==> src/rtl/forthsuper_pkg.sv <==
`default_nettype none
// +----------------------------------------------------------------------+
// | Module      : forthsuper_pkg                                         |
// | Description : Shared types and constants for the forthsuper blocks:  |
// |               itoa FSM state encoding, ASCII constants and the        |
// |               nibble-to-character helper.                            |
// | Revision    : 1.0  initial release                                   |
// +----------------------------------------------------------------------+
package forthsuper_pkg;

  typedef enum logic [2:0] {
    I0  = 3'd0,
    LDH = 3'd1,
    CNV = 3'd2,
    SGN = 3'd3,
    SKP = 3'd4,
    EMT = 3'd5,
    NUL = 3'd6,
    DON = 3'd7
  } itoa_sts;

  localparam logic [7:0] CH_0     = 8'h30;
  localparam logic [7:0] CH_a     = 8'h61;
  localparam logic [7:0] CH_MINUS = 8'h2d;
  localparam logic [7:0] CH_NUL   = 8'h00;

  // 0-9 -> '0'..'9', 10-15 -> 'a'..'f'
  function automatic logic [7:0] digit_ascii(input logic [3:0] d);
    if (d < 4'd10) return CH_0 + {4'd0, d};
    else           return CH_a + {4'd0, d} - 8'd10;
  endfunction

endpackage
`default_nettype wire

==> src/rtl/itoa_if.sv <==
`default_nettype none
// +----------------------------------------------------------------------+
// | Module      : itoa_if                                                |
// | Description : Request/emission bundle of the itoa formatter.         |
// |               master: drives en/hex/vi, observes bsy/we/af/ch/st.    |
// |               slave : the formatter side.                            |
// | Revision    : 1.0  initial release                                   |
// +----------------------------------------------------------------------+
interface itoa_if
  import forthsuper_pkg::*;
#(
  parameter int DSZ = 32
);
  logic           en;
  logic           hex;
  logic [DSZ-1:0] vi;
  logic           bsy;
  logic           we;
  logic           af;
  logic [7:0]     ch;
  itoa_sts        st;

  modport master (output en, hex, vi, input bsy, we, af, ch, st);
  modport slave  (input en, hex, vi, output bsy, we, af, ch, st);
endinterface
`default_nettype wire

==> src/rtl/bin2bcd.sv <==
`default_nettype none
// +----------------------------------------------------------------------+
// | Module      : bin2bcd                                                |
// | Description : Sequential double-dabble converter with parallel load. |
// |   clk, rst : clock, asynchronous active-high reset                   |
// |   start    : load din as magnitude, run DSZ shift steps              |
// |   load     : load din nibbles directly into the digit buffer (hex)   |
// |   abort    : stop a running conversion                               |
// |   din      : DSZ-bit input value                                     |
// |   done     : high during the final shift step                        |
// |   bcd      : ND 4-bit digits, digit 0 least significant              |
// | Revision    : 1.0  initial release                                   |
// +----------------------------------------------------------------------+
module bin2bcd #(
  parameter int DSZ = 32,
  parameter int ND  = 10
) (
  input  wire logic              clk,
  input  wire logic              rst,
  input  wire logic              start,
  input  wire logic              load,
  input  wire logic              abort,
  input  wire logic [DSZ-1:0]    din,
  output logic                   done,
  output logic [4*ND-1:0]        bcd
);

  localparam int CW = $clog2(DSZ);

  logic [4*ND-1:0] bcd_q, bcd_d, adj;
  logic [DSZ-1:0]  mag_q, mag_d;
  logic [CW-1:0]   cnt_q, cnt_d;
  logic            run_q, run_d;

  always_comb begin
    // add-3 correction on every digit that would overflow when doubled
    adj = bcd_q;
    for (int i = 0; i < ND; i++) begin
      if (bcd_q[4*i +: 4] >= 4'd5) adj[4*i +: 4] = bcd_q[4*i +: 4] + 4'd3;
    end

    bcd_d = bcd_q;
    mag_d = mag_q;
    cnt_d = cnt_q;
    run_d = run_q;

    if (abort) begin
      run_d = 1'b0;
    end else if (load) begin
      bcd_d          = '0;
      bcd_d[DSZ-1:0] = din;
      mag_d          = '0;
      run_d          = 1'b0;
    end else if (start) begin
      bcd_d = '0;
      mag_d = din;
      cnt_d = CW'(DSZ - 1);
      run_d = 1'b1;
    end else if (run_q) begin
      {bcd_d, mag_d} = {adj, mag_q} << 1;
      if (cnt_q == '0) run_d = 1'b0;
      else             cnt_d = cnt_q - 1'b1;
    end
  end

  always_ff @(posedge clk or posedge rst) begin
    if (rst) begin
      bcd_q <= '0;
      mag_q <= '0;
      cnt_q <= '0;
      run_q <= 1'b0;
    end else begin
      bcd_q <= bcd_d;
      mag_q <= mag_d;
      cnt_q <= cnt_d;
      run_q <= run_d;
    end
  end

  assign done = run_q && (cnt_q == '0);
  assign bcd  = bcd_q;

endmodule
`default_nettype wire

==> src/rtl/itoa.sv <==
`default_nettype none
// +----------------------------------------------------------------------+
// | Module      : itoa                                                   |
// | Description : Integer-to-ASCII formatter. Writes signed decimal or   |
// |               unsigned lowercase hex text, MS digit first, then NUL. |
// |   clk, rst : clock, asynchronous active-high reset                   |
// |   bus.en   : start on high in idle, low aborts                       |
// |   bus.hex  : 0 signed decimal, 1 unsigned hex (sampled at start)     |
// |   bus.vi   : value to format (sampled at start)                      |
// |   bus.bsy  : conversion/emission in progress                         |
// |   bus.we   : memory write strobe for ch                              |
// |   bus.af   : address advance after the write                         |
// |   bus.ch   : character being written                                 |
// |   bus.st   : current state (debug)                                   |
// | Revision    : 1.0  initial release                                   |
// +----------------------------------------------------------------------+
module itoa
  import forthsuper_pkg::*;
#(
  parameter int DSZ = 32,
  parameter int ND  = 10,
  parameter int ASZ = 17
) (
  input wire logic clk,
  input wire logic rst,
  itoa_if.slave    bus
);

  localparam int IW = (ND > 1) ? $clog2(ND) : 1;

  if (4*ND < DSZ || ASZ < 1) begin : g_param_chk
    $error("itoa: digit buffer too small for DSZ or bad ASZ");
  end

  itoa_sts         st_q, st_d;
  logic            bsy_q, bsy_d;
  logic            we_q, we_d;
  logic            af_q;
  logic [7:0]      ch_q, ch_d;
  logic [IW-1:0]   idx_q, idx_d;
  logic            neg_q, neg_d;

  logic            w_neg, w_start, w_load, w_done;
  logic [DSZ-1:0]  w_mag;
  logic [4*ND-1:0] w_bcd;
  logic [IW-1:0]   w_enc, w_prev;

  // Two's-complement negate wraps the most negative value onto its own
  // unsigned magnitude, which is exactly what we want to print.
  assign w_neg   = !bus.hex && bus.vi[DSZ-1];
  assign w_mag   = w_neg ? (-bus.vi) : bus.vi;
  assign w_start = (st_q == I0) && bus.en && !bus.hex;
  assign w_load  = (st_q == I0) && bus.en &&  bus.hex;
  assign w_prev  = idx_q - 1'b1;

  bin2bcd #(.DSZ(DSZ), .ND(ND)) u_bin2bcd (
    .clk   (clk),
    .rst   (rst),
    .start (w_start),
    .load  (w_load),
    .abort (!bus.en),
    .din   (w_mag),
    .done  (w_done),
    .bcd   (w_bcd)
  );

  // highest nonzero digit; all-zero yields 0 so a zero value prints "0"
  always_comb begin
    w_enc = '0;
    for (int i = 0; i < ND; i++) begin
      if (w_bcd[4*i +: 4] != 4'd0) w_enc = IW'(i);
    end
  end

  // Outputs are registered: the character for a state is set up on the
  // edge that enters that state, so we/ch line up with st.
  always_comb begin
    st_d  = st_q;
    bsy_d = bsy_q;
    we_d  = 1'b0;
    ch_d  = CH_NUL;
    idx_d = idx_q;
    neg_d = neg_q;

    if (!bus.en) begin
      st_d  = I0;
      bsy_d = 1'b0;
    end else begin
      case (st_q)
        I0: begin
          neg_d = w_neg;
          bsy_d = 1'b1;
          st_d  = bus.hex ? LDH : CNV;
        end
        LDH: st_d = SKP;
        CNV: begin
          if (w_done) begin
            if (neg_q) begin
              st_d = SGN;
              we_d = 1'b1;
              ch_d = CH_MINUS;
            end else begin
              st_d = SKP;
            end
          end
        end
        SGN: st_d = SKP;
        SKP: begin
          st_d  = EMT;
          idx_d = w_enc;
          we_d  = 1'b1;
          ch_d  = digit_ascii(w_bcd[{w_enc, 2'b00} +: 4]);
        end
        EMT: begin
          we_d = 1'b1;
          if (idx_q == '0) begin
            st_d = NUL;
            ch_d = CH_NUL;
          end else begin
            idx_d = w_prev;
            ch_d  = digit_ascii(w_bcd[{w_prev, 2'b00} +: 4]);
          end
        end
        NUL: begin
          st_d  = DON;
          bsy_d = 1'b0;
        end
        DON:     st_d = DON;
        default: st_d = I0;
      endcase
    end
  end

  always_ff @(posedge clk or posedge rst) begin
    if (rst) begin
      st_q  <= I0;
      bsy_q <= 1'b0;
      we_q  <= 1'b0;
      af_q  <= 1'b0;
      ch_q  <= CH_NUL;
      idx_q <= '0;
      neg_q <= 1'b0;
    end else begin
      st_q  <= st_d;
      bsy_q <= bsy_d;
      we_q  <= we_d;
      af_q  <= we_d;
      ch_q  <= ch_d;
      idx_q <= idx_d;
      neg_q <= neg_d;
    end
  end

  assign bus.st  = st_q;
  assign bus.bsy = bsy_q;
  assign bus.we  = we_q;
  assign bus.af  = af_q;
  assign bus.ch  = ch_q;

endmodule
`default_nettype wire

==> src/flat_wrapper.sv <==
// flat-port wrapper written by rule: the top's interface ports become plain ports
module itoa_flat import forthsuper_pkg::*;
#(
  parameter int DSZ = 32,
  parameter int ND  = 10,
  parameter int ASZ = 17
)
  (clk, rst, bus_en, bus_hex, bus_vi, bus_bsy, bus_we, bus_af, bus_ch, bus_st);
  itoa_if #(.DSZ(DSZ)) bus_i ();
  input wire logic clk;
  input wire logic rst;
  input wire logic [$bits(bus_i.en)-1:0] bus_en;
  input wire logic [$bits(bus_i.hex)-1:0] bus_hex;
  input wire logic [$bits(bus_i.vi)-1:0] bus_vi;
  output wire logic [$bits(bus_i.bsy)-1:0] bus_bsy;
  output wire logic [$bits(bus_i.we)-1:0] bus_we;
  output wire logic [$bits(bus_i.af)-1:0] bus_af;
  output wire logic [$bits(bus_i.ch)-1:0] bus_ch;
  output wire logic [$bits(bus_i.st)-1:0] bus_st;
  assign bus_i.en = bus_en;
  assign bus_i.hex = bus_hex;
  assign bus_i.vi = bus_vi;
  assign bus_bsy = bus_i.bsy;
  assign bus_we = bus_i.we;
  assign bus_af = bus_i.af;
  assign bus_ch = bus_i.ch;
  assign bus_st = bus_i.st;
  itoa #(.DSZ(DSZ), .ND(ND), .ASZ(ASZ)) u_core (.clk(clk), .rst(rst), .bus(bus_i));
endmodule
==> config.mk <==
export PLATFORM = sky130hd
export DESIGN_NAME = itoa_flat
export DESIGN_NICKNAME = d
export VERILOG_FILES = /design/src/rtl/forthsuper_pkg.sv /design/src/rtl/itoa_if.sv /design/src/rtl/bin2bcd.sv /design/src/rtl/itoa.sv /design/src/flat_wrapper.sv
export SDC_FILE = /design/constraint.sdc
export NUM_CORES = 1
export LEC_CHECK = 0
export ABC_AREA = 1
export BUFFER_PORTS_ARGS = -buffer_cell sky130_fd_sc_hd__buf_4
export CAP_MARGIN = 10
export CORE_ASPECT_RATIO = 2
export CORE_UTILIZATION = 55
export DETAILED_ROUTE_END_ITERATION = 16
export PLACE_DENSITY_LB_ADDON = 0.05
export SETUP_SLACK_MARGIN = 0.2
export SYNTH_ARGS = -nofsm -noshare
export SYNTH_HDL_FRONTEND = slang
export SYNTH_HIERARCHICAL = 1
export SYNTH_SLANG_ARGS = --single-unit
==> constraint.sdc <==
create_clock -name clk -period 3.4 [get_ports clk]
set_input_delay 0.51 -clock clk [delete_from_list [all_inputs] [get_ports clk]]
set_output_delay 0.51 -clock clk [all_outputs]
set_load 0.005 [all_outputs]
==> results of run 1 <==
-- flip-flops by register name, indices dropped and copies added, names as in the netlist --
name	flops
u_core/u_bin2bcd/mag_q	32
u_core/u_bin2bcd/run_q	1
u_core/bus.st	3
u_core/bus.ch	7
u_core/u_bin2bcd/cnt_q	5
u_core/bus.bsy	1
u_core/bus.af	1
u_core/u_bin2bcd/bcd	40
u_core/idx_q	4
u_core/neg_q	1
-- stage by stage --
stage / worst slack (ns) / hold slack (ns)
after floorplan: 0.8919 / 0.4361
after detailed placement: 0.4994 / 0.4685
after CTS: 0.6004 / 0.2908
after global placement: 0.5481 / 0.4691
after global routing: 0.3029 / 0.3325
final: 0.5954 / 0.2704
-- logic make-up (layout without fill, tap and decap cells) --
group                    after synthesis  in the layout  share of synthesized area [%]
AO/OA/AOI/OAI                        162            162                          13.16
XOR/XNOR                              34             34                          4.161
adder cells (fa/ha/maj)               25             25                          4.160
buffers and inverters                185            221                          11.08
flip-flops                            95             95                          31.62
other                                  1              1                        0.04988
AND/OR/NAND/NOR                      620            620                          35.76
-- worst max-delay path by stage --
| stage | endpoint | from | cells after the start |
|---|---|---|---|
| after floorplan | u_core/u_bin2bcd/bcd[0]$_DFFE_PP0P_ | rst | 1 |
| after global placement | u_core/u_bin2bcd/bcd[28]$_DFFE_PP0P_ | bus_vi[1] | 20 |
| final | u_core/bus.ch[2]$_DFF_PP0_ | u_core/idx_q[0]$_DFFE_PP0P_ | 14 |
| after detailed placement | u_core/u_bin2bcd/bcd[30]$_DFFE_PP0P_ | bus_vi[1] | 18 |
| after global routing | u_core/bus.ch[2]$_DFF_PP0_ | u_core/u_bin2bcd/bcd[14]$_DFFE_PP0P_ | 22 |
| after CTS | u_core/u_bin2bcd/mag_q[28]$_DFFE_PP0P_ | u_core/bus.st[0]$_DFFE_PP0P_ | 14 |
-- worst max-delay path, delay by kind of cell (launching register included) --
family | cells | cell delay (ns)
flops | 1 | 0.39
simple gates | 2 | 0.27
buf+inv | 3 | 0.59
compound gates | 8 | 1.04
fa+ha+maj | 1 | 0.38
-- power breakdown --
group | leakage, nW | internal, mW | total [mW] | switching, mW
combinational | 2.88 | 1.79 | 5.12 | 3.33
sequential | 1.18 | 1.61 | 2.15 | 0.547
clock | 0.126 | 0.498 | 0.959 | 0.461
-- area by class of cell --
cell class	instances	area, um^2
Sequential cell	95	2377
Tap cell	155	193.9
Multi-Input combinational cell	842	4315
Clock inverter	5	33.78
Fill cell	1311	5207
Inverter	144	544.3
Clock buffer	11	232.7
Timing Repair Buffer	61	457.9
-- layout by cell type, fill, tap and decap left out, drive strengths merged, types with 13 or more instances in the layout --
| cell type | count |
|---|---|
| nor2 | 130 |
| nand3 | 123 |
| xor2 | 21 |
| buf | 61 |
| o211ai | 14 |
| inv | 139 |
| xnor2 | 13 |
| a21oi | 74 |
| ha | 25 |
| o21ai | 58 |
| dfrtp | 95 |
| nand2 | 325 |
| nand4 | 25 |
-- routing by layer --
metal | global-route usage (%) | up-vias
li1 | - | 3678
met4 | 15.40 | 0
met3 | 3.006 | 55
met2 | 55.81 | 172
met5 | 0 | -
met1 | 31.99 | 3440
==> results list, run 1 <==
- Fraction of synthesized cell area taken by the top area cell type: 31.62%
- Hold_buf cts: 0
- Vias per cell: approximately 5.6
- Once placement completed, the tool counted placed cells totaling 1,297.
- Skew-Pair Late Insertion Delay: between 0.3 and 0.4 ns
* I/O Pins: 50
* Syn-to-layout area delta: 8.471%
- Synthesis handed over a netlist of 1,122 instances.
- Critical path start-end classification: reg -> reg
- Detailed Route Iter0 Violations: 509
- By count the netlist is led by nand2_1, nor2_1, inv_1.
* Met3 wirelength from detailed routing: 629 um
- Total of flip-flops plus latches after synthesis: 95
- IR analysis of the VDD net gives a maximum drop of 0.3837 mV.
- Tmin final: 2.805 ns
- The synthesized netlist contains 49 unique library cells.
- Placeable Area: 13,360 um^2
- The initial utilization of the core area, before any placement, comes to ~56%.
- The count of final hold-check violations came to 0.
* Final RePlAce weighted congestion: approximately 0.94
* Run status: finished clean
* Min-Delay Path Class: in -> async
- Yosys mapped a number of flops with a built-in enable equal to 0.
* Share of cells above drive strength 1: 12.69%
- Unrepaired setup endpoints after global routing: no
- Clock tree from TritonCTS: yes
* R2R Setup Slk: between 0.5 and 0.6 ns
- Clk root buf: clkbuf_16
- Summed over all layers, the global routing overflow is 0.
- After layout, the worst path uses about 82% of the clock period.
- Summed over all layers, the routed wires come to 20.16 mm.
* Port-buffer cells: 48
* Slowest stage cell on the critical path: dfrtp_1
* Summed negative setup slack over all endpoints: 0 ns
- Average instance area after synthesis: 6.701 um^2
- Once detailed placement completed, the half-perimeter wirelength came to 15.16 mm.
- STA classifies the critical path endpoint as a flip-flop.
- Total power per unit cell area: 1009 nW/um^2
* Met2 layer wire length in the routed design: 10.88 mm
- Among all cell types in the netlist, the one instantiated most often is nand2_1.
- TritonCTS created 9 clock buffers.
* FP Rows: 60
- Number of cells in the finished layout apart from fillers: 1,313
- In the post-synthesis netlist, the biggest area contributors are dfrtp_1, nand2_1, nand3_1.
* Crit-path max cell delay: between 0.3 and 0.4 ns
- The via count of the first global-routing pass came to 7,102.
* Arrival @ worst endpoint: 3.02 ns
- Worst rel slew slack: 46.97%
- Maximum operating frequency: approximately 360 MHz
* Setup violators final: 0
- Number of nets still failing antenna checks after routing: 0
- Cell count of the worst reg-to-reg path: 14
* Die area: 14,170 um^2
* Leakage component of the power: ~4.2 nW
* Cell area after synthesis: around 7500 um^2
- R2r startpoint: u_core/idx_q[0]$_DFFE_PP0P_
* Total GRT Usage: between 20% and 30%
- Post-CTS Repair Setup Buffers: 0
* Maximum number of pins on one net before global-route repair: 46
* Cts repair resizes: 0
* Die Wd: roughly 85 um
* Wire length per cell: 15.35 um
- Synth Flop Type: dfrtp_1
- Counting flops with an async set or reset pin after synthesis yields a share of 100.0%.
- Warnings, synthesis: 6
- Total iterations of the first detailed-routing run: 7
- The first global-routing pass estimated 33.46 mm of wire.
- Most frequent cell on the critical path: a21oi_1
- Portion of the post-synthesis area used by sequential elements: a little under a third
- The max-slew violation count came to 0.
- Max-cap violations in this run came to 0.
- For this run, design rule violations remaining after detail routing come to 0.
- dfrtp_1 takes more of the synthesized area than any other cell.
- Final Net Count: 1,214
- For the worst setup path, the data required time is between 3 and 4 ns.
* Number of antenna violations at the first check in global routing: 0
- Area of all placed cells without fillers: roughly 8000 um^2
- The number of nets handed over by synthesis was 1,183.
- After layout, the design draws a total of 8.230 mW.
- The detailed router put a total of 7.759 mm of wire on met1.
* Chip height: around 170 um
* Reg clk slew, reported paths: ~0.070 ns
* Via count: 7,345
- Top sig layer: met4
- Instance area after placement: between 7000 and 8000 um^2
- Crit-path max FO: 11
- Slew at the pin closest to its max-slew limit: a little under 0.8 ns
- Reg2reg end: u_core/bus.ch[2]$_DFF_PP0_
- Diodes inserted: 0
- Depth of the CTS H-tree: 3
- Final core utilization: 61.03%
- CTS Sinks: 95
- The clock passes through at most 2 buffers.
- Kind of start point of the critical path: flip-flop
* Crit path cell chain: inv_2, ha_1, inv_1, a21oi_1, o21ai_0, nand2_1, o211ai_1, nand2_1, a21oi_2, inv_2, a21oi_1, o21ai_0, a31oi_1, a21oi_1
* Clock skew: 0.008369 ns
(Power assumes the default switching activity.)
==> inputs of run 2 (changes only) <==
ABC_AREA = 0   (was 1)
clock period = 2.5 ns   (was 3.4 ns; I/O delays follow)
==> run 2 against run 1 <==
  * The run now ends with setup timing left
  * Largest power group unchanged
  * Critical path depth up 1
  * Non-clock buffer count is 157 higher
  * Global-route usage grew 7.2 points
  * Register-to-register slack worse by 1.0 ns
  * Critical endpoint is now u_core/bus.ch[6]$_DFF_PP0_
  * Critical path type unchanged
  * Synthesized cell count down 32%
  * Total power grew 37%
==> results list, run 2 <==
* Global-route wire length before repair: 35.57 mm (+6.3%)
- Starting density of the core: 56.20% (-0.061 points)
* WL final: 23.00 mm (+14%)
* Crit-path max FO: 6 (-5)
* Clk root buf: clkbuf_16
- The final weighted congestion in routability-driven placement is 0.9593 (+2.5%).
- Crit path cell chain: nor4_2, buf_4, buf_4, nand2_1, buf_4, o21ai_4, buf_12, mux2i_2, mux2_4, o211ai_4, nand3_2, buf_4, buf_6, o22a_1, nor2_1
- The full die area was 12,790 um^2 (-9.7%).
- Number of antenna violations at the first check in global routing: 0 (unchanged)
- Setup repair after global routing could not meet its margin everywhere.
- STA classifies the critical path startpoint as a flip-flop.
* Vias per cell: 6.304 (+13%)
- Min-Delay Path Class: in -> async
- The maximum number of pins on one net before global-route repair is 79 (+72%).
- The mean instance size in the synthesized netlist is 8.901 um^2 (+33%).
- FP Rows: 57 (-5.0%)
- After synthesis, the cell types taking the most area are dfrtp_1, a22oi_1, ha_1.
- The number of nets in the synthesized netlist came to 822 (-31%).
- The worst setup path is captured at a flip-flop.
- The setup-violating endpoint count in the final report is 6 (+6).
* Synth Flop Type: dfrtp_1
- Most frequent cells in the layout: buf_4, dfrtp_1, nand2_1, o21ai_0, a22oi_1
- TritonCTS built the clock tree.
- The sum of net half-perimeters after detailed placement is 17.08 mm (+13%).
* Final Net Count: 1,011 (-17%)
- The worst setup path is of the reg -> reg kind.
* Port-buffer cells: 48 (unchanged)
- Placeable Area: 12,050 um^2 (-9.8%)
- The area share of the leading cell type in the synthesized netlist came to 35.09% (+3.5 points).
* Portion of the post-synthesis area used by sequential elements: 35.09% (+3.5 points)
- The tightest slew margin relative to the limit was 55.36% (+8.4 points).
- Clock network power share: 13.9% (+2.3 points)
- The number of optimization iterations in the first detailed-route pass was 5 (-2).
- Worst-case hold slack: 0.1190 ns (-0.1514 ns)
* Most common cell after layout, fill and taps aside: buf_4
- Number of cells in the finished layout apart from fillers: 1,102 (-16%)
- Portion of total power attributed to combinational logic: 64.5% (+2.3 points)
* Reg clk slew, reported paths: 0.07 ns (about the same)
- Largest register FFs: 40 (unchanged)
- The via count of the first global-routing pass came to 7,253 (+2.1%).
- Net switching power of the design: 4.655 mW (+7.3%)
- I/O Pins: 50 (unchanged)
- Violated checks: setup timing
* Internal Dissipation: 6.604 mW (+70%)
- Skew-Pair Late Insertion Delay: 0.35 ns (about the same)
- Hold_buf cts: 0 (unchanged)
- Clock skew: 0.01282 ns (+0.004450 ns)
* Crit-path max cell delay: 0.40 ns (about the same)
- CTS Sinks: 95 (unchanged)
* Share of cells above drive strength 1: 34.45% (+22 points)
- Among the stages of the critical path, the cell type that occurs most often is buf_4.
* Total GRT Usage: 36.88% (+7.2 points)
- The number of clock buffers inserted by TritonCTS came to 9 (unchanged).
- Hold violation total from the final report: 0 (unchanged)
- The cell area after technology mapping was 6774 um^2 (-9.9%).
- Data required, critical path: 2.77 ns (-0.84 ns)
- Most repeated cell in the gate-level netlist after synthesis: dfrtp_1
- The worst path setup slack after routing is -0.4059 ns (-1.001 ns).
- Post-Synthesis Cells: 761 (-32%)
* Count of flip-flops with a built-in enable after synthesis: 0 (unchanged)
- The number of storage elements in the synthesis netlist is 95 (unchanged).
* Placed cell count: 1,065 (-18%)
- The arrival time at the worst endpoint came to 3.18 ns (+0.16 ns).
- The power density relative to cell area came to 1233 nW/um^2 (+22%).
* List of most frequent post-synthesis cells: dfrtp_1, nand2_1, o21ai_0
* Chip height: 159.0 um (-5.0%)
- From synthesis to final layout, the design area changed by 34.82%.
- Count of max-cap constraint violations: 0 (unchanged)
* Wire length per cell: 20.87 um (+36%)
- Detailed Route Iter0 Violations: 504 (-0.98%)
- The final period demand of the worst path was 2.906 ns (+0.1012 ns).
- The total number of H-tree levels is 3 (unchanged).
- R2r startpoint: u_core/u_bin2bcd/bcd[24]$_DFFE_PP0P_
* Die Wd: 80.48 um (-5.0%)
- Number of nets still failing antenna checks after routing: 0 (unchanged)
- Max rail drop VDD: 1.096 mV (+190%)
- Biggest area consumer among synthesized cells: dfrtp_1
- The maximum clock rate is 344.1 MHz (-3.5%).
- The share of synthesized registers carrying an async set or reset was 100.0% (unchanged).
- The DRC violation count after routing was 0 (unchanged).
* Number of filler cells placed in the layout: 864 (-34%)
* Launch point of the worst path: u_core/u_bin2bcd/bcd[24]$_DFFE_PP0P_
- The switching fraction of total power was 41.35% (-11 points).
- The total via count after detailed routing came to 6,947 (-5.4%).
- The max-slew violation count came to 0 (unchanged).
* Slew at the pin closest to its max-slew limit: 0.6689 ns (-0.1265 ns)
- Run status: finished with violations
- Leakage component of the power: 4.230 nW (+1.1%)
* Warnings, synthesis: 6 (unchanged)
- Overall overflow remaining after global route: 0 (unchanged)
- Diodes inserted: 0 (unchanged)
* Slowest stage cell on the critical path: dfrtp_1
* Max Root-Sink Buffers: 2 (unchanged)
- The number of distinct library cells after synthesis came to 76 (+55%).
- Cell count of the worst reg-to-reg path: 15 (+1)
- Sequential share of power: 21.6% (-4.6 points)
- Final critical-path share of the clock period: 116.2% (+34 points)
run 2: repair_timing:
| item | CTS | global route |
|---|---|---|
| endpoints found under the setup margin | 64 | 35 |
| cloned | 0 | 0 |
| pin swaps | 13 | 16 |
| resized for setup | 29 | 34 |
| setup buffers | 12 | 9 |
run 2: layout make-up:
type / count / area, um^2 / area share [%]
Sequential cell: 95 / 2377 / 26.03
Multi-Input combinational cell: 581 / 4302 / 47.10
Tap cell: 147 / 183.9 / 2.014
Clock buffer: 11 / 252.7 / 2.767
Inverter: 45 / 172.7 / 1.891
Clock inverter: 5 / 86.33 / 0.9453
Timing Repair Buffer: 218 / 1758 / 19.25
run 2: metal layers:
layer	track usage (%)	wire length, um	vias to the layer above
met1	35.70	7521	3374
li1	-	-	3180
met2	67.87	12590	285
met3	5.387	1120	108
met5	0	0	-
met4	25.89	1764	0
run 2: stage by stage:
step	total power, mW	util (%)	worst slack, ns	cell area [um^2]	TNS, ns
global route	11.91	75.77	-0.4820	9133	-2.726
finish	11.26	75.77	-0.4059	9133	-2.263
CTS	10.84	74.24	-0.3787	8949	-2.008
floorplan	6.354	-	-0.3473	6877	-1.476
global placement	8.635	69.64	-0.4409	8393	-4.702
detailed placement	8.920	69.64	-0.4571	8393	-5.287
run 2: cells by family (layout without fill, tap and decap cells):
kind of cell	after synthesis	in the layout	share of synthesized area [%]
other cells	1	1	0.05536
flops	95	95	35.09
mux	35	35	7.259
fa+ha+maj	25	25	4.618
buf+inv	85	279	5.578
compound gates	242	242	23.98
xor+xnor	45	45	5.818
simple gates	233	233	17.60
run 2: power by group through the flow:
stage / sequential [mW] / combinational, mW / clock (mW)
floorplan: 2.53 / 3.83 / 0
global placement: 2.39 / 6.25 / 0
detailed placement: 2.43 / 6.49 / 0
CTS: 2.41 / 6.85 / 1.58
global route: 2.48 / 7.78 / 1.66
finish: 2.43 / 7.26 / 1.57
run 2: path summary, 6_finish.rpt:
kind / end / slack (ns)
max: u_core/bus.ch[6]$_DFF_PP0_ / -0.41
min: u_core/u_bin2bcd/cnt_q[1]$_DFFE_PP0P_ / 0.12
max reg2reg: u_core/bus.ch[6]$_DFF_PP0_ / -0.41
min reg2reg: u_core/u_bin2bcd/cnt_q[4]$_DFFE_PP0P_ / 0.47
max in group asynchronous: u_core/bus.af$_DFF_PP0_ / 1.92
min in group clk: u_core/u_bin2bcd/mag_q[0]$_DFFE_PP0P_ / 0.38
run 2: critical path: cells and delay by family, from the launching register on:
family                 cells  cell delay, ns
AOI/OAI and AO/OA          3            0.64
buffers and inverters      6            0.83
DFF                        1            0.40
muxes                      2            0.36
and+or+nand+nor            4            0.62
